===== src/rtl/agc_io_pkg.sv =====
// Shared types and constants for the AGC I/O channel block.
// Channel 7 is a status word and not a stored channel.
package agc_io_pkg;

  typedef logic [14:0] word_t;
  typedef logic [2:0]  chan_t;

  localparam chan_t STATUS_CHAN  = 3'd7;
  localparam int    STAT_OVF_BIT = 14;
  localparam int    STAT_CNT_LSB = 7;
  localparam int    STAT_UPD_MSB = 6;

  typedef struct packed {
    chan_t chan;
    word_t data;
  } fifo_entry_t;

endpackage


===== src/rtl/agc_io_fifo.sv =====
// Show-ahead FIFO for outbound channel writes.
// Push-when-full is dropped here; the parent flags it.
module agc_io_fifo
  import agc_io_pkg::*;
#(
  parameter int DEPTH = 8
) (
  input  logic        clk,
  input  logic        rst_n,
  input  logic        push_i,
  input  fifo_entry_t entry_i,
  input  logic        pop_i,
  output fifo_entry_t head_o,
  output logic        empty_o,
  output logic        full_o,
  output logic [4:0]  count_o
);

  localparam int AW = (DEPTH > 1) ? $clog2(DEPTH) : 1;

  fifo_entry_t         mem_q [DEPTH];
  logic [AW-1:0]       wr_q, wr_d;
  logic [AW-1:0]       rd_q, rd_d;
  logic [4:0]          cnt_q, cnt_d;
  logic                do_push, do_pop;

  assign empty_o = (cnt_q == 5'd0);
  assign full_o  = (cnt_q == 5'(DEPTH));
  assign count_o = cnt_q;
  assign head_o  = mem_q[rd_q];

  // A pop frees the slot, so push into a full FIFO is fine then.
  assign do_pop  = pop_i && !empty_o;
  assign do_push = push_i && (!full_o || do_pop);

  always_comb begin
    wr_d  = wr_q;
    rd_d  = rd_q;
    cnt_d = cnt_q;
    if (do_push) wr_d = wr_q + 1'b1;
    if (do_pop)  rd_d = rd_q + 1'b1;
    case ({do_push, do_pop})
      2'b10:   cnt_d = cnt_q + 5'd1;
      2'b01:   cnt_d = cnt_q - 5'd1;
      default: cnt_d = cnt_q;
    endcase
  end

  always_ff @(posedge clk or negedge rst_n) begin
    if (!rst_n) begin
      wr_q  <= '0;
      rd_q  <= '0;
      cnt_q <= '0;
      for (int i = 0; i < DEPTH; i++) mem_q[i] <= '0;
    end else begin
      wr_q  <= wr_d;
      rd_q  <= rd_d;
      cnt_q <= cnt_d;
      if (do_push) mem_q[wr_q] <= entry_i;
    end
  end

endmodule


===== src/rtl/agc_io_channel_unit.sv =====
// AGC memory-mapped I/O channel block: 7 channels + status on ch7.
// Optional io_irq output when AGC_IO_IRQ_EN is defined.
module agc_io_channel_unit
  import agc_io_pkg::*;
#(
  parameter int         FIFO_DEPTH = 8,
  parameter logic [7:0] OUT_MASK   = 8'h0F,
  parameter logic [7:0] IN_MASK    = 8'h70
) (
  input  logic  clock,
  input  logic  reset_n,
  input  chan_t IO_read_sel,
  output word_t IO_read_data,
  input  chan_t IO_write_sel,
  input  word_t IO_write_data,
  input  logic  IO_write_en,
  output logic  out_valid,
  input  logic  out_ready,
  output chan_t out_chan,
  output word_t out_data,
  input  logic  in_valid,
  output logic  in_ready,
  input  chan_t in_chan,
  input  word_t in_data
`ifdef AGC_IO_IRQ_EN
  ,
  output logic  io_irq
`endif
);

  word_t       chan_q [7];
  word_t       chan_d [7];
  word_t       rd_q, rd_d;
  logic [6:0]  upd_q, upd_d;
  logic        ovf_q, ovf_d;
  logic        wr_core, push, pop, in_take;
  logic        fifo_empty, fifo_full;
  logic [4:0]  fifo_cnt;
  fifo_entry_t head, entry;
  word_t       status;

  assign wr_core = IO_write_en && (IO_write_sel != STATUS_CHAN);
  assign push    = wr_core && OUT_MASK[IO_write_sel];
  assign pop     = out_valid && out_ready;
  assign entry   = '{chan: IO_write_sel, data: IO_write_data};

  // Core wins a same-channel collision by stalling the port.
  assign in_ready = reset_n &&
    !(IO_write_en && (IO_write_sel == in_chan));
  assign in_take  = in_valid && in_ready &&
    IN_MASK[in_chan] && (in_chan != STATUS_CHAN);

  assign status = {ovf_q, 2'b00, fifo_cnt, upd_q};

  agc_io_fifo #(.DEPTH(FIFO_DEPTH)) u_fifo (
    .clk     (clock),
    .rst_n   (reset_n),
    .push_i  (push),
    .entry_i (entry),
    .pop_i   (pop),
    .head_o  (head),
    .empty_o (fifo_empty),
    .full_o  (fifo_full),
    .count_o (fifo_cnt)
  );

  assign out_valid    = !fifo_empty;
  assign out_chan     = head.chan;
  assign out_data     = head.data;
  assign IO_read_data = rd_q;

  always_comb begin
    rd_d  = status;
    upd_d = upd_q;
    ovf_d = ovf_q;
    for (int i = 0; i < 7; i++) begin
      chan_d[i] = chan_q[i];
      if (IO_read_sel == 3'(i)) rd_d = chan_q[i];
    end
    if (IO_read_sel == STATUS_CHAN) upd_d = '0;
    for (int i = 0; i < 7; i++) begin
      if (wr_core && IO_write_sel == 3'(i)) begin
        chan_d[i] = IO_write_data;
      end else if (in_take && in_chan == 3'(i)) begin
        chan_d[i] = in_data;
        upd_d[i]  = 1'b1;
      end
    end
    if (IO_write_en && IO_write_sel == STATUS_CHAN &&
        IO_write_data[STAT_OVF_BIT]) ovf_d = 1'b0;
    if (push && fifo_full && !pop) ovf_d = 1'b1;
  end

  always_ff @(posedge clock or negedge reset_n) begin
    if (!reset_n) begin
      rd_q  <= '0;
      upd_q <= '0;
      ovf_q <= 1'b0;
      for (int i = 0; i < 7; i++) chan_q[i] <= '0;
    end else begin
      rd_q  <= rd_d;
      upd_q <= upd_d;
      ovf_q <= ovf_d;
      for (int i = 0; i < 7; i++) chan_q[i] <= chan_d[i];
    end
  end

`ifdef AGC_IO_IRQ_EN
  always_ff @(posedge clock or negedge reset_n) begin
    if (!reset_n) io_irq <= 1'b0;
    else          io_irq <= |upd_d;
  end
`endif

endmodule

===== config.mk =====
export PLATFORM = sky130hd
export DESIGN_NAME = agc_io_channel_unit
export DESIGN_NICKNAME = d
export VERILOG_FILES = /design/src/rtl/agc_io_pkg.sv /design/src/rtl/agc_io_fifo.sv /design/src/rtl/agc_io_channel_unit.sv
export SDC_FILE = /design/constraint.sdc
export NUM_CORES = 1
export LEC_CHECK = 0
export BUFFER_PORTS_ARGS = -buffer_cell sky130_fd_sc_hd__clkbuf_2
export CAP_MARGIN = 0
export CORE_MARGIN = 1
export CORE_UTILIZATION = 35
export CTS_BUF_LIST = sky130_fd_sc_hd__clkbuf_16
export DETAILED_ROUTE_END_ITERATION = 8
export SYNTH_ARGS = -nofsm -noshare
export SYNTH_HDL_FRONTEND = slang
export SYNTH_SLANG_ARGS = --single-unit

===== constraint.sdc =====
create_clock -name clock -period 4.22 [get_ports clock]
set_clock_uncertainty 0.2 [all_clocks]
set_input_delay 0.633 -clock clock [delete_from_list [all_inputs] [get_ports clock]]
set_output_delay 0.633 -clock clock [all_outputs]
set_load 0.005 [all_outputs]

* Yosys cells after proc, flatten, opt, wreduce, memory -nomap -nowiden
Memory sizes are Yosys's and may differ from the RTL's.
Cells that the tools add are included.
** Storage, ports and cells
- Output and inout port bits :: 35
- Register bits after elaboration :: 283
- Memory bits (read-only) :: 16
- Memories :: 2
- Logic and storage cells :: 162
- Input bits :: 44
** Cells by class
- Bitwise gates (word level) :: 2
- Multiplexer cells :: 47
- $lt $le $gt $ge :: 5
- Reduce and logical (&&, ||, !) cells :: 47
- Equal/unequal tests :: 26
- $add $sub $neg :: 4
** Memory list
- (no name shown) :: depth 8, width 1, read ports 1, clocked after memory_dff 0, wr ports 0, RTL line agc_io_channel_unit.sv:51 : IN_MASK[in_chan] && (in_chan != STATUS_CHAN);
- (no name shown) :: depth 8, width 1, read ports 1, clocked after memory_dff 0, wr ports 0, RTL line agc_io_channel_unit.sv:43 : assign push = wr_core && OUT_MASK[IO_write_sel];
** Operators by type and width (number)
- two-way mux 15 bit :: 21
- bitwise mux 144 bit :: 1
- binary-select mux 18 bit (select 3 bit) :: 1
- demux 18 bit (select 3 bit) :: 1
- two-way mux 18 bit :: 3
- equality test 3 bit, second input constant :: 11
- logical AND 1 bit :: 29
- equality test 3 x 2 -> 1 bit, second input constant :: 6
- two-way mux 1 bit :: 18
- nonzero test 2 bit :: 9
- case mux 5 bit (2 select lines) :: 1
- equality test 3 x 1 -> 1 bit, second input constant :: 3
- logical NOT 3 bit :: 3
- >= comparator 4 bit, second input constant :: 2
- less-than comparator 3 x 4 -> 1 bit, second input constant :: 2
- inverter 3 -> 4 bit :: 2
- two-way mux 7 bit :: 1
- adder 3 x 1 -> 3 bit, second input constant :: 2
- inequality test 3 bit, second input constant :: 2
- adder 5 x 1 -> 5 bit, second input constant :: 1
- equality test 5 x 4 -> 1 bit, second input constant :: 1
- logical NOT 5 bit :: 1
- subtractor 5 x 1 -> 5 bit, second input constant :: 1
- logical NOT 1 bit :: 4
- 5 further kinds :: 5

* Logic depth before layout (Yosys ltp)
- Depth in word-level cells :: 10
- Gate-level depth with buffers :: 12
- Depth with buffers taken out :: 10

* Cells and area by module
Synthesis repeated with hierarchy kept, for this count alone.
** Unflattened totals
- Cell total of the unflattened synthesis :: 990
- Area total of the unflattened synthesis :: 13521.7 um^2
** By module, submodules not included
- agc_io_fifo :: instances 1, area each 7357.1 um^2, cells an instance 460
- agc_io_channel_unit :: instances 1, area each 6164.7 um^2, cells an instance 530

* Worst setup path after synthesis
Ideal clock, no wire load.
- Kind :: input -> register
- From :: in IO_write_sel[2]
- To :: reg u_fifo.cnt_q[4], in the netlist u_fifo.count_o[4]
- Data arrival time :: 2.702 ns
- Stages on the path :: 11
- Path slack :: 1.190 ns
- Data required time :: 3.891 ns
- Library setup time :: 0.129 ns
- Buffers on the path :: 1
- Cells stage by stage :: nand2b_1 a21oi_1 inv_1 ha_1 clkbuf_1 xor2_1 ha_1 o211a_1 or4_1 nand3_1 nor3b_1
** Between the ends
- Cells in the longest elaborated chain, start to end :: 6
** Ends and longest elaborated chain
- start: declaration :: RTL line agc_io_channel_unit.sv:14 : input chan_t IO_write_sel,
- memory read (8 x 1 bit) / inequality test 3 bit (equally long branches)
- two-way mux 1 bit (not written as such) / logical AND 1 bit (equally long branches) :: RTL line agc_io_channel_unit.sv:43, agc_io_channel_unit.sv:42
- logical AND 1 bit (*) :: RTL line agc_io_channel_unit.sv:43
- logical AND 1 bit (*) :: RTL line agc_io_fifo.sv:34 : assign do_push = push_i && (!full_o || do_pop);
- equality test 2 x 1 -> 1 bit / equality test 2 bit (equally long branches) :: RTL line agc_io_fifo.sv:42 : case ({do_push, do_pop})
- case mux 5 bit (2 select lines) / nonzero test 2 bit (equally long branches)
- end signal: assignment :: RTL line agc_io_fifo.sv:58 : cnt_q <= cnt_d;
- end: declaration :: RTL line agc_io_fifo.sv:24 : logic [4:0] cnt_q, cnt_d;
Mark *: on every way between the ends. The rest lies on a longest branch, timed or not. The select of a mux whose other input is x is not followed.
A chain may end at the register's enable or synchronous reset.

* Worst setup path in the final report
- From :: reg u_fifo.rd_q[0]
- To :: out out_data[0]
** Between the ends
- Cells in the longest elaborated chain, start to end :: 4
** Ends and longest elaborated chain
- start: declaration :: RTL line agc_io_fifo.sv:23 : logic [AW-1:0] rd_q, rd_d;
- start signal: assignment :: RTL line agc_io_fifo.sv:57 : rd_q <= rd_d;
- inverter 3 -> 4 bit (not written as such) :: RTL line agc_io_fifo.sv:30 : assign head_o = mem_q[rd_q];
- binary-select mux 18 bit (select 3 bit) :: RTL line agc_io_fifo.sv:30
- two-way mux 18 bit (not written as such) (2 in series) :: RTL line agc_io_fifo.sv:30
- end: declaration :: RTL line agc_io_channel_unit.sv:20 : output word_t out_data,
No other way between the ends. The select of a mux whose other input is x is not followed.

==> impl_metrics.json <==
{
  "die_w_um": 197.2,
  "synth-edff-count": 0,
  "routed_wl_mm": 33.69,
  "ys.flop_type": "dfrtp_1",
  "crit_arrival_ns": 2.59,
  "hold_path.class": "in2reg",
  "highest_layer": "met4",
  "post_drt_wl_per_cell_um": 21.74,
  "postSynthCellCount": 961,
  "finalMaxSlewViolations": 0,
  "async_reset_ff_share_pct": 100.0,
  "wl_met2_mm": 15.65,
  "synth_warnings": 0,
  "cts_max_level": 1,
  "cts.sinks": 283,
  "overflow": 0,
  "start_util_pct": 35.47,
  "worst_slew_pin_slew_ns": 1.153,
  "cap_viol_max_count": 0,
  "synth_top_area_cell": "dfrtp_1",
  "synthDistinctLibCells": 64,
  "drc": 0,
  "numCtsBuffers": 29,
  "relSlewSlack_pct": 23.12,
  "ys_seq_area_share_pct": 53.13,
  "dr.pass1.iters": 6,
  "cts-root-buf": "clkbuf_16",
  "holdWs_ns": 0.1430,
  "rsz0062_at_grt": "false",
  "hpwlAfterDp_mm": 21.04,
  "ioPinCount": 79,
  "crit_type": "reg2out",
  "cts_setup_buffers": 0,
  "syn_area_mm2": 0.01333,
  "cp.required_ns": 3.39,
  "end_kind": "primary output",
  "p_leak_nw": 6.637,
  "cts_tree": "yes",
  "dieArea_mm2": 0.03887,
  "grt.total_usage_pct": 17.62,
  "cts.clk_slew.worst_paths_ns": 0.06,
  "num_antenna_cells": 0,
  "critPathMaxFanout": 14,
  "p_sw_share_pct": 29.17,
  "syn_to_final_growth_pct": 13.43,
  "yosys-top-cells-area": "dfrtp_1, mux2_2, mux4_2, a221o_1, and2_1",
  "antenna_left": 0,
  "run_status": "finished clean",
  "cp-start-kind": "flop",
  "netlist.area_leader.share_pct": 53.13,
  "ir_drop_uv": 392.1,
  "insertion_delay_ns": 0.55,
  "min_period_over_period_pct": 81.13,
  "first_global_vias": 8670,
  "power_switching_mw": 2.839,
  "vias": 8385,
  "pwr_density_cell_mw_per_mm2": 643.6,
  "drive_gt1_share_pct": 40.42,
  "dr.first_iter.drc_count": 490,
  "avgSynthCellArea_um2": 13.87,
  "syn_nets": 1011,
  "cts-resized-gates": 0,
  "ys_ff_latch": 283,
  "place_congestion": 0.7789,
  "p_int_mw": 6.893,
  "antenna_found_initial": 1,
  "routed-wl-met3_mm": 1.343,
  "p_comb_share_pct": 30.5,
  "tns_ns": 0,
  "grt_max_degree": 152,
  "clkPwrFrac_pct": 25.4,
  "finalSetupViolations": 0,
  "die_h_um": 197.2,
  "via_per_inst": 5.410,
  "io_buffers": 78,
  "core_area_mm2": 0.03758,
  "rows": 71,
  "fin_crit_ns": 3.424,
  "clock.fmax_mhz": 292.1,
  "grt_pass1_wl_mm": 52.72,
  "clockBufferDepth": 3,
  "m1WireLength_mm": 16.06,
  "seq_power_share_pct": 44.1,
  "hold_violations": 0,
  "nNetsFinal": 1068
}
[cell families (layout without fill, tap and decap cells)]
| kind of cell | count (synthesis) | in the layout | share of synthesized area, % |
|---|---|---|---|
| buf+inv | 83 | 161 | 2.844 |
| fa+ha+maj | 6 | 6 | 0.5632 |
| mux | 281 | 281 | 26.86 |
| compound gates | 145 | 145 | 8.898 |
| flops | 283 | 283 | 53.13 |
| xor+xnor | 11 | 11 | 0.7227 |
| simple gates | 152 | 152 | 6.983 |
[per-stage QoR]
stage	cell area, um2	util (%)	power [mW]	setup slack (ns)	instances
2_1_floorplan	13330	-	6.386	1.190	961
3_3_place_gp	14210	37.82	7.260	0.8859	1497
3_5_place_dp	14210	37.82	7.357	0.8469	1497
4_1_cts	15120	40.24	9.868	0.7094	1550
5_1_grt	15120	40.24	10.30	0.6378	1550
6_report	15120	40.24	9.732	0.7964	1550
[routing by layer]
layer | global-route usage, % | up-vias
met3 | 2.561 | 49
met4 | 3.905 | 0
li1 | - | 3720
met5 | 0 | -
met1 | 25.50 | 4413
met2 | 27.92 | 203
[placed cells by master (no fill, tap or decap), types with 9 or more instances in the layout]
cell,netlist,final
dfrtp_1,283,282
mux2_2,218,218
clkbuf_2,0,77
and2_1,54,54
a221o_1,45,45
mux4_2,36,36
clkbuf_16,0,29
nor2_1,26,25
buf_4,7,20
mux2i_1,18,18
nand2_1,14,14
o22ai_1,13,13
a21oi_1,16,13
inv_1,9,12
nand2b_1,11,11
clkinv_1,0,11
nor2b_1,11,10
a21o_1,9,9
o21ai_0,9,9
mux2_4,9,9
[Yosys cell counts, types with 11 or more instances]
| library cell | count |
|---|---|
| mux2i_1 | 18 |
| nand2_1 | 14 |
| nor2_1 | 26 |
| clkbuf_1 | 43 |
| mux2_2 | 218 |
| nand2b_1 | 11 |
| a21oi_1 | 16 |
| nor2b_1 | 11 |
| a221o_1 | 45 |
| o22ai_1 | 13 |
| and2_1 | 54 |
| buf_2 | 21 |
| dfrtp_1 | 283 |
| mux4_2 | 36 |
[registers in the layout (all words and copies together) (netlist names)]
| register | cells |
|---|---|
| u_fifo.mem_q | 144 |
| u_fifo.count_o | 5 |
| upd_q | 7 |
| u_fifo.rd_q | 3 |
| chan_q | 105 |
| u_fifo.wr_q | 3 |
| IO_read_data | 15 |
| ovf_q | 1 |
[power groups by stage]
stage                     Clock (mW)  Combinational (mW)  Sequential, mW
after floorplan                    0                2.36            4.03
after global placement             0                2.97            4.29
after detailed placement           0                3.03            4.32
after CTS                       2.54                3.04            4.29
after global routing            2.64                3.25            4.42
final                           2.47                2.97            4.29
[layout make-up]
type / count / area [um2]
well taps: 511 / 639.4
fillers: 3506 / 22460
clock buffers: 29 / 725.7
flip-flops and latches: 283 / 7083
inverters: 9 / 33.78
multi-input cells: 595 / 5886
repair buffers: 100 / 580.6
clock inverters: 23 / 172.7
[critical path, cell delays in order, from the launching register on]
cell and delay (ns):
dfrtp_2 0.66, buf_4 0.39, mux4_2 0.55, mux2_2 0.31
clkbuf_2 0.12
[path summary, 6_finish.rpt]
kind | cells after the start | startpoint | slack, ns | end
min reg2reg | 1 | upd_q[5]$_DFF_PN0_ | 0.28 | upd_q[5]$_DFF_PN0_
min | 2 | IO_write_sel[2] | 0.14 | ovf_q$_DFFE_PN0P_
max reg2reg | 10 | u_fifo.count_o[1]$_DFFE_PN0P_ | 1.03 | u_fifo.count_o[4]$_DFFE_PN0P_
max in group asynchronous | 3 | reset_n | 2.03 | chan_q[84]$_DFFE_PN0P_
min in group asynchronous | 2 | reset_n | 0.44 | chan_q[82]$_DFFE_PN0P_
max | 4 | u_fifo.rd_q[0]$_DFFE_PN0P_ | 0.80 | out_data[0]
[repair_timing]
action                                  CTS  global route
endpoints found under the setup margin    0             0
hold endpoints to repair                 62             0
hold buffers                              1             0
Power figures use the tool's default switching activity.
